==> config.mk <==
export PLATFORM = sky130hd
export DESIGN_NAME = inst_queue_flat
export DESIGN_NICKNAME = d
export VERILOG_FILES = /design/src/rtl/inst_queue_if.sv /design/src/rtl/inst_queue.sv /design/src/flat_wrapper.sv
export SDC_FILE = /design/constraint.sdc
export NUM_CORES = 2
export LEC_CHECK = 0
export BUFFER_PORTS_ARGS = -buffer_cell sky130_fd_sc_hd__buf_2
export CAP_MARGIN = 10
export CORE_MARGIN = 5
export CORE_UTILIZATION = 32
export DETAILED_ROUTE_END_ITERATION = 8
export PLACE_DENSITY = 0.6
export SLEW_MARGIN = 20
export SYNTH_ARGS = -nofsm -noshare
export SYNTH_HDL_FRONTEND = slang
export SYNTH_SLANG_ARGS = --single-unit
==> constraint.sdc <==
create_clock -name clk -period 28.9 [get_ports clk]
set_input_delay 4.335 -clock clk [delete_from_list [all_inputs] [get_ports clk]]
set_output_delay 4.335 -clock clk [all_outputs]
set_load 0.01 [all_outputs]
==> src/rtl/inst_queue_if.sv <==
// inst_queue_if: fetch/decode side bundle of the dual-ported instruction queue.
//   master: fetch + decode side (drives issue, in1/in2, launch flags, stop, flush)
//   slave : the queue (drives out1/out2, sendout flags, instbuf_full)
interface inst_queue_if;
    logic        stop;
    logic        flush;
    logic [1:0]  issue;
    logic [31:0] in1_inst, in1_pc, in1_npc;
    logic [31:0] in2_inst, in2_pc, in2_npc;
    logic [31:0] out1_inst, out1_pc, out1_npc;
    logic [31:0] out2_inst, out2_pc, out2_npc;
    logic        sendout_flag1, sendout_flag2;
    logic        launch_flag1, launch_flag2;
    logic        instbuf_full;
    modport master (
        output stop, flush, issue,
        output in1_inst, in1_pc, in1_npc, in2_inst, in2_pc, in2_npc,
        output launch_flag1, launch_flag2,
        input  out1_inst, out1_pc, out1_npc, out2_inst, out2_pc, out2_npc,
        input  sendout_flag1, sendout_flag2, instbuf_full
    );
    modport slave (
        input  stop, flush, issue,
        input  in1_inst, in1_pc, in1_npc, in2_inst, in2_pc, in2_npc,
        input  launch_flag1, launch_flag2,
        output out1_inst, out1_pc, out1_npc, out2_inst, out2_pc, out2_npc,
        output sendout_flag1, sendout_flag2, instbuf_full
    );
endinterface

==> src/rtl/inst_queue.sv <==
// inst_queue: dual-push / dual-pop instruction FIFO between fetch and dual decode.
//   clk, reset : clock, asynchronous active-high reset
//   q (slave)  : fetch slots in1/in2 + issue, decode view out1/out2 + sendout flags,
//                launch flags, stop, flush, instbuf_full
//   Optional INST_QUEUE_BYPASS_EN: fetch slots fall through to empty output
//   positions in the same cycle while fewer than two entries are queued.
module inst_queue #(
    parameter int DEPTH = 8
) (
    input logic   clk,
    input logic   reset,
    inst_queue_if.slave q
);
    localparam int AW = $clog2(DEPTH);
    localparam int CW = AW + 1;
    logic [95:0]   mem [DEPTH];
    logic [AW-1:0] head, tail;
    logic [CW-1:0] count, nf, lc, pop_q, byp, n_wr;
    logic [95:0]   f0, f1, q0, q1, v0, v1, w0;
    logic          byp_ok, s1, s2, full, upd;

    // f0/f1 are the valid fetch slots compacted in program order
    assign f0 = q.issue[0] ? {q.in1_inst, q.in1_pc, q.in1_npc} : {q.in2_inst, q.in2_pc, q.in2_npc};
    assign f1 = {q.in2_inst, q.in2_pc, q.in2_npc};
    assign q0 = mem[head];
    assign q1 = mem[head + AW'(1)];
    assign nf = CW'(q.issue[0]) + CW'(q.issue[1]);
    assign full = count > CW'(DEPTH - 2);
    assign upd = !q.flush && !q.stop;
`ifdef INST_QUEUE_BYPASS_EN
    assign byp_ok = !reset && upd && count < CW'(2);
`else
    assign byp_ok = 1'b0;
`endif
    assign s1 = count != '0 || (byp_ok && nf != '0);
    assign s2 = count >= CW'(2) || (byp_ok && count + nf >= CW'(2));
    assign v0 = count != '0 ? q0 : f0;
    assign v1 = count >= CW'(2) ? q1 : count == CW'(1) ? f0 : f1;
    // launch_flag2 only counts together with launch_flag1 to keep retirement in order
    assign lc = CW'(q.launch_flag1 && s1) + CW'(q.launch_flag1 && q.launch_flag2 && s2);
    // launches beyond the queued entries consume fall-through slots, which are then not stored
    assign pop_q = lc > count ? count : lc;
    assign byp = lc - pop_q;
    assign n_wr = full ? '0 : nf - byp;
    assign w0 = byp == '0 ? f0 : f1;

    assign q.sendout_flag1 = s1;
    assign q.sendout_flag2 = s2;
    assign q.instbuf_full = full;
    assign {q.out1_inst, q.out1_pc, q.out1_npc} = s1 ? v0 : '0;
    assign {q.out2_inst, q.out2_pc, q.out2_npc} = s2 ? v1 : '0;

    always_ff @(posedge clk or posedge reset) begin
        if (reset) begin
            head  <= '0;
            tail  <= '0;
            count <= '0;
        end else if (q.flush) begin
            head  <= '0;
            tail  <= '0;
            count <= '0;
        end else if (!q.stop) begin
            head  <= head + pop_q[AW-1:0];
            tail  <= tail + n_wr[AW-1:0];
            count <= count + n_wr - pop_q;
        end
    end

    // entry storage needs no reset: validity is carried by count alone
    always_ff @(posedge clk) begin
        if (upd && n_wr != '0) mem[tail] <= w0;
        if (upd && n_wr == CW'(2)) mem[tail + AW'(1)] <= f1;
    end
endmodule
==> src/flat_wrapper.sv <==
// flat-port wrapper written by rule: the top's interface ports become plain ports
module inst_queue_flat 
#(
    parameter int DEPTH = 8
)
  (clk, reset, q_stop, q_flush, q_issue, q_in1_inst, q_in1_pc, q_in1_npc, q_in2_inst, q_in2_pc, q_in2_npc, q_launch_flag1, q_launch_flag2, q_out1_inst, q_out1_pc, q_out1_npc, q_out2_inst, q_out2_pc, q_out2_npc, q_sendout_flag1, q_sendout_flag2, q_instbuf_full);
  inst_queue_if q_i ();
  input logic clk;
  input logic reset;
  input wire logic [$bits(q_i.stop)-1:0] q_stop;
  input wire logic [$bits(q_i.flush)-1:0] q_flush;
  input wire logic [$bits(q_i.issue)-1:0] q_issue;
  input wire logic [$bits(q_i.in1_inst)-1:0] q_in1_inst;
  input wire logic [$bits(q_i.in1_pc)-1:0] q_in1_pc;
  input wire logic [$bits(q_i.in1_npc)-1:0] q_in1_npc;
  input wire logic [$bits(q_i.in2_inst)-1:0] q_in2_inst;
  input wire logic [$bits(q_i.in2_pc)-1:0] q_in2_pc;
  input wire logic [$bits(q_i.in2_npc)-1:0] q_in2_npc;
  input wire logic [$bits(q_i.launch_flag1)-1:0] q_launch_flag1;
  input wire logic [$bits(q_i.launch_flag2)-1:0] q_launch_flag2;
  output wire logic [$bits(q_i.out1_inst)-1:0] q_out1_inst;
  output wire logic [$bits(q_i.out1_pc)-1:0] q_out1_pc;
  output wire logic [$bits(q_i.out1_npc)-1:0] q_out1_npc;
  output wire logic [$bits(q_i.out2_inst)-1:0] q_out2_inst;
  output wire logic [$bits(q_i.out2_pc)-1:0] q_out2_pc;
  output wire logic [$bits(q_i.out2_npc)-1:0] q_out2_npc;
  output wire logic [$bits(q_i.sendout_flag1)-1:0] q_sendout_flag1;
  output wire logic [$bits(q_i.sendout_flag2)-1:0] q_sendout_flag2;
  output wire logic [$bits(q_i.instbuf_full)-1:0] q_instbuf_full;
  assign q_i.stop = q_stop;
  assign q_i.flush = q_flush;
  assign q_i.issue = q_issue;
  assign q_i.in1_inst = q_in1_inst;
  assign q_i.in1_pc = q_in1_pc;
  assign q_i.in1_npc = q_in1_npc;
  assign q_i.in2_inst = q_in2_inst;
  assign q_i.in2_pc = q_in2_pc;
  assign q_i.in2_npc = q_in2_npc;
  assign q_i.launch_flag1 = q_launch_flag1;
  assign q_i.launch_flag2 = q_launch_flag2;
  assign q_out1_inst = q_i.out1_inst;
  assign q_out1_pc = q_i.out1_pc;
  assign q_out1_npc = q_i.out1_npc;
  assign q_out2_inst = q_i.out2_inst;
  assign q_out2_pc = q_i.out2_pc;
  assign q_out2_npc = q_i.out2_npc;
  assign q_sendout_flag1 = q_i.sendout_flag1;
  assign q_sendout_flag2 = q_i.sendout_flag2;
  assign q_instbuf_full = q_i.instbuf_full;
  inst_queue #(.DEPTH(DEPTH)) u_core (.clk(clk), .reset(reset), .q(q_i));
endmodule
# ---- Yosys cells after proc, flatten, opt, wreduce, memory -nomap -nowiden
# Memories as Yosys holds them, arrays and structs flattened.
# Cells that the tools add are included.
# W data, S select, Z words.
dict set report op_classes {
  n_reduce_logical 11
  n_eq_ne 2
  add_sub_neg 10
  muxes 16
  magnitude_cmp 3
}
# op n
set ops {}
lappend ops {{$mux W96} 4}
lappend ops {{$mux W4} 4}
lappend ops {{$mux W3} 4}
lappend ops {{$sub A4 B4 Y4} 3}
lappend ops {{$reduce_bool A4 Y1} 2}
lappend ops {{$add A3 B1 Y3 const B} 2}
lappend ops {{$add A3 B3 Y3} 2}
lappend ops {{$logic_and A1 B1 Y1} 6}
lappend ops {{$add A1 B1 Y2} 2}
lappend ops {{$add A4 B4 Y4} 1}
lappend ops {{$eq A4 B2 Y1 const B} 1}
lappend ops {{$ge A4 B2 Y1 const B} 1}
lappend ops {{$gt A4 B3 Y1 const B} 1}
lappend ops {{$gt A4 B4 Y1} 1}
lappend ops {{$logic_not A4 Y1} 1}
lappend ops {{$mux W1} 4}
lappend ops {{$logic_not A1 Y1} 2}
lappend ops {{$ne A2 B1 Y1 const B} 1}
dict set report word_totals {
  n_memories 1
  output_inout_bits 195
  ramBits 768
  regBits 10
  inputBits 200
}
# memory depth word_bits rd rd_ports_with_merged_regs write_ports line_no
set mem_list {}
lappend mem_list {u_core.mem 8 96 2 0 2 inst_queue.sv:16} ;# logic [95:0] mem [DEPTH];

# ---- Logic depth before layout (Yosys ltp)
dict set report depth {
  word_depth 12
  ltp_mapped 26
}

# ---- Least setup slack after synthesis
# No wires, ideal clock.
dict set report synth_path {
  path_type {input port to flip-flop}
  start {input q_launch_flag2}
  end {memory u_core.mem[1][0], enable pin}
  path_stages 15
  slack_ns 13.211
  arrival_ns 14.993
  setup_time_ns 0.696
  cell_sequence {and3_1 -> ha_1 -> o21a_1 -> o21ai_0 -> a21oi_1 -> a21oi_1 -> fa_1 -> inv_1 -> ha_1 -> nor2b_1 -> o21ai_0 -> clkbuf_1 -> xnor2_1 -> a41o_1 -> o32ai_1}
}
# element line_no
set synth_lines {}
lappend synth_lines {{from (decl)} flat_wrapper.sv:20} ;# input wire logic [$bits(q_i.launch_flag2)-1:0] q_launch_flag2;
lappend synth_lines {{to (decl)} inst_queue.sv:16}

==> flow_metrics.tcl <==
set metrics [dict create \
    rsz0062_at_grt "no" \
    wl_per_cell_um 28.1 \
    clk_pin_slew_ns 0.06 \
    die_w_um 387 \
    cts-root-buf "clkbuf_16" \
    post-place-ws_ns 17.99 \
    drtIter0Drc 2230 \
    hp-class "flop to flop" \
    cp-end-kind "flop" \
    fp.dieArea_um2 149000 \
    status "finished clean" \
    synthTopCellsByCount "edfxtp_1 (768), mux2_2 (743), mux4_2 (384)" \
    gp_congestion 0.756 \
    cts_tree "done" \
    antenna_found_initial 49 \
    core_area_um2 141000 \
    r2r_slack_ns 20.39 \
    dp_cells 4908 \
    rr_worst_depth 21 \
    p_leak_nw 17.2 \
    syn_area_per_cell_um2 16.3 \
    synth.top_cells.by_area "edfxtp_1 (51%), mux4_2 (19%), mux2_2 (18%)" \
    cts_buffers 92 \
    synth_area_um2 45400 \
    maxCapViolations 0 \
    synth_top_cell_by_area "edfxtp_1" \
    fin_nets 3333 \
    synth_ff_type "edfxtp_1" \
    gr-total-overflow 0 \
    portBuffers 394 \
    p_per_area_nw_per_um2 115 \
    clk_latency_ns 0.70 \
    finalMaxSlewViolations 0 \
    core.rowCount 138 \
    finalHoldViolCount 0 \
    clk_path_buf_depth 3 \
    slew_headroom_pct 21.1 \
    crit_arrival_ns 10.65 \
    cts_hold_buf 0 \
    syn_inst 2789 \
    grt_use_total_pct 18.8 \
    cts_max_level 3 \
    setup_tns_ns 0 \
    r2r-end "u_core.mem[5][53]" \
    die-height_um 387 \
    fin_crit_sh_pct 35.4 \
    synth_top_area_share_pct 50.8 \
    synth-seq-area-share_pct 51.4 \
    cts_num_sinks 778 \
    firstDrtPassIters 5 \
    worst_hold_slack_ns 0.668 \
    r2r_start "u_core.count[1]" \
    async_reset_ff_share_pct 1.29 \
    grt_start_max_net_pins 130 \
    viasPerCell 5.47 \
    grt_pass1_vias 29693 \
    post_cts_buffers 0 \
    synth_nets 3010 \
    crit_end "u_core.mem[5][53]" \
    fin_cells 5102 \
    final_antenna_net_count 0 \
    initial_core_util_pct 32.1 \
    setup_violations 0 \
    grt_pass1_wl_mm 211 \
    cp-start-kind "input port" \
    cp-startpoint "q_launch_flag2" \
    yosysMostFrequentCell "edfxtp_1" \
    tightest_slew_ns 1.18 \
    ys_types 50 \
    layout_setup_ws_ns 18.68 \
    cts_resized 0 \
    io_pins 395 \
    critPathKind "input port to flop" \
    finalClockSkew_ns 0.0258 \
    synth-edff-count 768 \
    via_count 27919 \
    worst_ir_drop_vdd_uv 141 \
    path_max_fanout 51 \
    layout_min_cycle_time_ns 10.22 \
    ys_ff_latch 778 \
    clock.fmax_mhz 97.8 \
    ys_warn_count 0 \
    required_ns 29.33 \
    drive_gt1_share_pct 54.5 \
    drt-total-wl_mm 144 \
    area_growth_syn_to_layout_pct 15.6 \
    hpwlAfterDp_mm 83.9 \
    drc 0 \
]
## registers in the layout, summed over array words and instances, names as in the netlist
name,cells
u_core.tail,3
u_core.mem,768
u_core.count,4
u_core.head,3
## cells by family (layout without fill, tap and decap cells)
kind of cell	after synthesis	after routing	share of synthesized area, %
compound gates	138	138	1.86
xor+xnor	10	10	0.193
mux	1253	1253	40.4
flops	778	778	51.4
buf+inv	244	639	2.47
fa+ha+maj	21	21	0.695
other cells	1	29	0.00827
simple gates	344	344	3.03
## through the flow
stage / area [µm²] / power, W / utilization [%]
after global routing: 52400 / 0.00634 / 37.1
after CTS: 52400 / 0.00610 / 37.1
final: 52400 / 0.00603 / 37.1
after floorplan: 45400 / 0.00392 / -
after detailed placement: 49400 / 0.00493 / 35.0
after global placement: 49400 / 0.00489 / 35.0
## worst min path at each step
stage	startpoint	to	slack, ns	cells after the start
after CTS	u_core.tail[0]	u_core.tail[0]	0.68	2
final	u_core.tail[0]	u_core.tail[0]	0.67	2
after detailed placement	u_core.tail[0]	u_core.tail[0]	0.67	2
after floorplan	u_core.tail[0]	u_core.tail[0]	0.58	2
after global routing	u_core.tail[0]	u_core.tail[0]	0.74	2
after global placement	u_core.tail[0]	u_core.tail[0]	0.62	2
## worst max-delay path, cell delays in order
cell	delay [ns]
buf_2	0.14
and3_1	0.17
ha_1	0.31
xnor2_1	0.18
o21a_1	0.13
o21ai_0	0.33
a21oi_1	0.13
a21oi_1	0.41
fa_1	0.57
fa_1	0.43
xor2_1	0.28
nand2_1	0.12
or3_1	0.50
o311ai_4	0.31
buf_4	0.78
buf_4	0.84
mux2_2	0.42
## layout make-up
cell class | count | area, µm²
multi-input cells | 1767 | 21200
inverters | 16 | 60.1
well taps | 1890 | 2360
fillers | 13548 | 88800
flip-flops and latches | 778 | 23300
repair buffers | 457 | 2480
clock buffers | 115 | 2430
diodes | 28 | 70.1
clock inverters | 51 | 523
## power by group
part	total (W)	internal, W	switching, W
logic	0.00328	0.00151	0.00177
registers	0.00158	0.00151	0.0000718
clock network	0.00116	0.000669	0.000492
total	0.00603	0.00369	0.00233
## cell usage in the layout (no fill, tap or decap), drive strengths merged, types with 2 or more instances in the layout
cell type / synthesis / final
clkbuf: 88 / 115
buf: 140 / 457
nor3: 3 / 3
diode: 0 / 28
edfxtp: 768 / 768
and3: 2 / 2
or3: 3 / 3
ha: 14 / 14
clkinvlp: 0 / 2
xor2: 6 / 6
inv: 16 / 20
a31oi: 2 / 2
fa: 7 / 7
nor2b: 3 / 3
nor2: 114 / 114
a41o: 2 / 2
o32ai: 2 / 2
bufinv: 0 / 8
nand2: 201 / 201
a21oi: 105 / 105
dfrtp: 10 / 10
mux2i: 101 / 101
o21ai: 6 / 6
nand2b: 6 / 6
or2: 3 / 3
clkinv: 0 / 37
o22ai: 6 / 6
o311ai: 8 / 8
mux4: 384 / 384
xnor2: 4 / 4
mux2: 768 / 768
## layer usage
layer	vias to the layer above	global-route usage [%]	share of wire, %
li1	11996	-	-
met1	14844	25.7	43
met2	880	30.4	48
met3	169	4.86	7.4
met4	30	4.14	1.6
met5	-	0	0.13
(Power assumes the default switching activity.)
